`src/rtl/sqrt_ctrl.sv`:
```
// ---------------------------------------------------------------------------
// sqrt_ctrl
// Sequencing controller for the structural integer square-root datapath.
// It computes root = floor(sqrt(N)) for an 8-bit radicand by repeatedly
// subtracting the odd numbers 1, 3, 5, ... until the one-hot ALU reports a
// borrow. The number of subtractions taken is the root.
//
// Ports
//   clk        in   1  rising-edge clock
//   rst_n      in   1  asynchronous active-low reset
//   start      in   1  request; sampled only in IDLE
//   n_in       in   8  radicand, captured on the accept edge
//   busy       out  1  high in every state except IDLE
//   done       out  1  one-cycle pulse in DONE
//   root       out  8  result, updated on the edge leaving DONE
//   alu_fnsel  out  7  one-hot ALU function select
//   alu_x      out  8  ALU operand x
//   alu_y      out  8  ALU operand y
//   alu_z      in   8  combinational ALU result
//   alu_bo     in   1  ALU borrow from x - y
// ---------------------------------------------------------------------------
module sqrt_ctrl (
  input  logic       clk,
  input  logic       rst_n,
  input  logic       start,
  input  logic [7:0] n_in,
  output logic       busy,
  output logic       done,
  output logic [7:0] root,
  output logic [6:0] alu_fnsel,
  output logic [7:0] alu_x,
  output logic [7:0] alu_y,
  input  logic [7:0] alu_z,
  input  logic       alu_bo
);

  typedef enum logic [2:0] {
    S_IDLE   = 3'd0,
    S_LOAD   = 3'd1,
    S_INIT_D = 3'd2,
    S_INIT_Q = 3'd3,
    S_SUB    = 3'd4,
    S_INCQ   = 3'd5,
    S_INCD   = 3'd6,
    S_DONE   = 3'd7
  } state_t;

  localparam logic [6:0] FN_PASS_X = 7'b0000001;
  localparam logic [6:0] FN_ZERO   = 7'b0000010;
  localparam logic [6:0] FN_ONE    = 7'b0000100;
  localparam logic [6:0] FN_SUB    = 7'b0001000;
  localparam logic [6:0] FN_INC_Y  = 7'b0010000;
  localparam logic [6:0] FN_ADD2_X = 7'b0100000;

  state_t     state_q, state_d;
  logic [7:0] nreg_q, nreg_d;
  logic [7:0] r_q, r_d;
  logic [7:0] d_q, d_d;
  logic [7:0] q_q, q_d;
  logic [7:0] root_q, root_d;
  logic       busy_q, busy_d;
  logic       done_q, done_d;
  logic [6:0] fnsel_q, fnsel_d;
  logic [7:0] x_q, x_d;
  logic [7:0] y_q, y_d;

  // Next-state and working-register updates. alu_z / alu_bo are consumed
  // here in the same cycle the matching fnsel is presented.
  always_comb begin
    state_d = state_q;
    nreg_d  = nreg_q;
    r_d     = r_q;
    d_d     = d_q;
    q_d     = q_q;
    root_d  = root_q;
    case (state_q)
      S_IDLE: begin
        if (start) begin
          nreg_d  = n_in;
          state_d = S_LOAD;
        end
      end
      S_LOAD: begin
        r_d     = alu_z;
        state_d = S_INIT_D;
      end
      S_INIT_D: begin
        d_d     = alu_z;
        state_d = S_INIT_Q;
      end
      S_INIT_Q: begin
        q_d     = alu_z;
        state_d = S_SUB;
      end
      S_SUB: begin
        // Borrow means the remainder can no longer absorb the next odd
        // number; R is left untouched on that path.
        if (alu_bo) begin
          state_d = S_DONE;
        end else begin
          r_d     = alu_z;
          state_d = S_INCQ;
        end
      end
      S_INCQ: begin
        q_d     = alu_z;
        state_d = S_INCD;
      end
      S_INCD: begin
        d_d     = alu_z;
        state_d = S_SUB;
      end
      S_DONE: begin
        root_d  = q_q;
        state_d = S_IDLE;
      end
      default: state_d = S_IDLE;
    endcase
  end

  // Output decode is computed from the *next* state and register values so
  // the registered outputs line up with the state they describe and never
  // depend combinationally on the ALU return path.
  always_comb begin
    fnsel_d = '0;
    x_d     = '0;
    y_d     = '0;
    case (state_d)
      S_LOAD:   begin fnsel_d = FN_PASS_X; x_d = nreg_d; end
      S_INIT_D: fnsel_d = FN_ONE;
      S_INIT_Q: fnsel_d = FN_ZERO;
      S_SUB:    begin fnsel_d = FN_SUB; x_d = r_d; y_d = d_d; end
      S_INCQ:   begin fnsel_d = FN_INC_Y; y_d = q_d; end
      S_INCD:   begin fnsel_d = FN_ADD2_X; x_d = d_d; end
      default:  fnsel_d = '0;
    endcase
    busy_d = (state_d != S_IDLE);
    done_d = (state_d == S_DONE);
  end

  always_ff @(posedge clk or negedge rst_n) begin
    if (!rst_n) begin
      state_q <= S_IDLE;
      nreg_q  <= '0;
      r_q     <= '0;
      d_q     <= '0;
      q_q     <= '0;
      root_q  <= '0;
      busy_q  <= 1'b0;
      done_q  <= 1'b0;
      fnsel_q <= '0;
      x_q     <= '0;
      y_q     <= '0;
    end else begin
      state_q <= state_d;
      nreg_q  <= nreg_d;
      r_q     <= r_d;
      d_q     <= d_d;
      q_q     <= q_d;
      root_q  <= root_d;
      busy_q  <= busy_d;
      done_q  <= done_d;
      fnsel_q <= fnsel_d;
      x_q     <= x_d;
      y_q     <= y_d;
    end
  end

  assign busy      = busy_q;
  assign done      = done_q;
  assign root      = root_q;
  assign alu_fnsel = fnsel_q;
  assign alu_x     = x_q;
  assign alu_y     = y_q;

endmodule

```
`config.mk`:
```
export PLATFORM = sky130hd
export DESIGN_NAME = sqrt_ctrl
export DESIGN_NICKNAME = d
export VERILOG_FILES = /design/src/rtl/sqrt_ctrl.sv
export SDC_FILE = /design/constraint.sdc
export NUM_CORES = 1
export LEC_CHECK = 0
export CAP_MARGIN = 20
export CORE_ASPECT_RATIO = 1.2
export CORE_MARGIN = 4
export CORE_UTILIZATION = 44
export DETAILED_ROUTE_END_ITERATION = 10
export PLACE_DENSITY = 0.7
export RECOVER_POWER = 100
export SLEW_MARGIN = 30
export SYNTH_ARGS = -nofsm -noshare
export SYNTH_HDL_FRONTEND = slang
export SYNTH_SLANG_ARGS = --single-unit
```
`constraint.sdc`:
```
create_clock -name clk -period 2.8 [get_ports clk]
set_input_delay 0.28 -clock clk [delete_from_list [all_inputs] [get_ports clk]]
set_output_delay 0.28 -clock clk [all_outputs]
set_load 0.005 [all_outputs]
```
==> results.ini <==
[run_status]
status = completed

[pwr]
peakVddDrop_mv = 0.520
leakage_nw = 1.40
power_density_nw_per_um2 = 1140

[layout]
syn_to_final_growth_pct = 26.2
antennaDiodeCount = 0
drive_gt1_frac = 0.160
nNetsFinal = 279
utilization = 0.573
layout_common_cells = dfrtp_1, dlygate4sd3_1, mux2_2
final_common_cell = dfrtp_1

[critical_path]
r2r_slack_ns = 0.74
crit_arrival_ns = 2.28
end_kind = register
required_ns = 3.02
critPathMaxFanout = 24
crit_type = register to register
rr_endpoint = alu_y[7]$_DFF_PN0_
r2r_start = state_q[0]$_DFF_PN0_
rr_worst_depth = 3
cp-start-kind = register

[synthesis]
synth_cell_types = 38
synthesis.nets = 232
yosys.area.top_type = dfrtp_1
synth.avg_cell_area_um2 = 12.1
yosys_warnings = 0
ys_ff_latch = 59
syn_area_um2 = 2570
syn_inst = 212
synth.top_cell.area_share = 0.574
synth_area_leaders = dfrtp_1, mux2_2, a32o_1
synth_flop_cell = dfrtp_1
synth-edff-count = 0
yosysSeqAreaShare = 0.574
async_flop_share = 1.00

[timing]
fmax_mhz = 486
finalSetupViolCount = 0
fin_tns_setup_ns = 0
final-hold-violation-count = 0
finClkSkew_ns = 0.00327
period_share = 0.736
period_needed_ns = 2.06
worst_pin_slew_ns = 1.40
rsz0062_at_grt = false
max_slew_margin = 0.0695
maxSlewViolCount = 0
layout_setup_ws_ns = 0.740

[floorplanning]
die-area_um2 = 7140
num_io_pins = 53
dieHeight_um = 91.8
start_util = 0.454
core-area_um2 = 5670
rows = 30
chipWidth_um = 77.8

[job]
cap_viol_max_count = 0

[global_route]
grt_pass1_wl_mm = 9.47
overflow = 0
grt_max_degree = 60
antenna_found_initial = 0
grtUsageTotal = 0.171
grt_pass1_vias = 1922

[clocking]
clk_path_buf_depth = 2
cts_htree_levels = 3
clock-root-buffer = clkbuf_8
cts_tree = yes
cts_resized = 0
clk_latency_ns = 0.33
path_clk_slew_ns = 0.06
ctsHoldBuffers = 0
cts_buffers = 9
clock_sinks = 59
cts_setup_buffers = 0

[min_path]
hp-class = primary input to asynchronous set/reset pin

[placement]
io_buffers = 51
dp_hpwl_mm = 3.70
pre_cts_slack_ns = 0.722
gp_congestion = 0.803

[drt]
num_vias = 1847
firstDrtPassIters = 4
drt_iter0_drc = 151
postRouteAntennaNets = 0
drc_errors = 0
drt-total-wl_mm = 5.61
vias_per_cell = 5.40
wl_per_cell_um = 16.4

==> how the worst max path moves through the flow <==
stage                    startpoint            endpoint  slack [ns]  cells past startpoint
2_1_floorplan  state_q[0]$_DFF_PN0_  alu_y[5]$_DFF_PN0_        1.41                      4
3_3_place_gp                 alu_bo  alu_y[6]$_DFF_PN0_        0.76                      4
3_5_place_dp                 alu_bo  alu_y[1]$_DFF_PN0_        0.72                      4
4_1_cts        state_q[0]$_DFF_PN0_  alu_y[3]$_DFF_PN0_        0.71                      3
5_1_grt        state_q[1]$_DFF_PN0_  alu_x[5]$_DFF_PN0_        0.60                      4
6_report       state_q[0]$_DFF_PN0_  alu_y[7]$_DFF_PN0_        0.74                      3
==> synthesized netlist by cell type (2+ instances only) <==
cell type  number
nand2_2         2
a21oi_1         2
nor2b_1         2
a32o_1          8
buf_2           8
buf_6           2
dfrtp_1        59
mux2_2         24
nand2b_1        2
a211oi_1        8
clkbuf_1        5
nand2_1        16
o221ai_1        7
or4_1           7
buf_4           2
inv_1           4
nor2_1         11
nand3_1         2
and3_1          2
o21ai_0         9
a22oi_1         7
o32ai_1         7
==> sequential cells by signal (all words and copies together), names as in the netlist <==
signal     cells
alu_y          8
alu_x          8
alu_fnsel      6
done           1
state_q        3
root           8
q_q            8
d_q            8
busy           1
r_q            8
==> cell families (layout without fill, tap and decap cells) <==
kind of cell	count (synthesis)	count (layout)	synth area share
xor+xnor	3	3	0.0131
buf+inv	24	74	0.0530
mux	24	24	0.105
compound gates	52	52	0.156
other cells	1	1	0.00146
simple gates	49	49	0.0977
flops	59	59	0.574
==> critical path: stages, from the launching register on <==
cell and delay [ns]:
dfrtp_1 0.76, nand2b_1 0.52, mux2_1 0.40, a32o_1 0.27
==> area by class of cell <==
class,count,area [µm²]
Timing Repair Buffer,55,533
Sequential cell,59,1480
Inverter,5,20.0
Clock buffer,11,151
Clock inverter,3,15.0
Tap cell,80,100
Multi-Input combinational cell,129,951
Fill cell,479,2420
==> routing by layer <==
layer	global-route usage	part of all wire	wire length, µm	vias to the layer above
met4	0.101	0.024	137	0
met3	0.0442	0.066	373	14
met2	0.251	0.47	2610	69
met1	0.227	0.44	2490	887
li1	-	-	-	877
met5	0	0	0	-
==> power by group <==
group	total, W	internal (W)	leakage [nW]	switching, W
Combinational	0.00152	0.000787	0.588	0.000732
Clock	0.000664	0.000354	0.0908	0.000310
Sequential	0.00153	0.00123	0.726	0.000294
Total	0.00371	0.00237	1.40	0.00133
==> stage by stage <==
| stage | instance area [µm²] | instances | power, W | hold WS (ns) |
|---|---|---|---|---|
| after global routing | 3250 | 342 | 0.00399 | 0.493 |
| after CTS | 3270 | 342 | 0.00384 | 0.115 |
| final | 3250 | 342 | 0.00371 | 0.359 |
| after floorplan | 2570 | 212 | 0.00257 | -0.0156 |
| after detailed placement | 3100 | 328 | 0.00316 | 0.474 |
| after global placement | 3100 | 328 | 0.00312 | 0.468 |
Note: power is estimated with default switching activity, not from simulation.
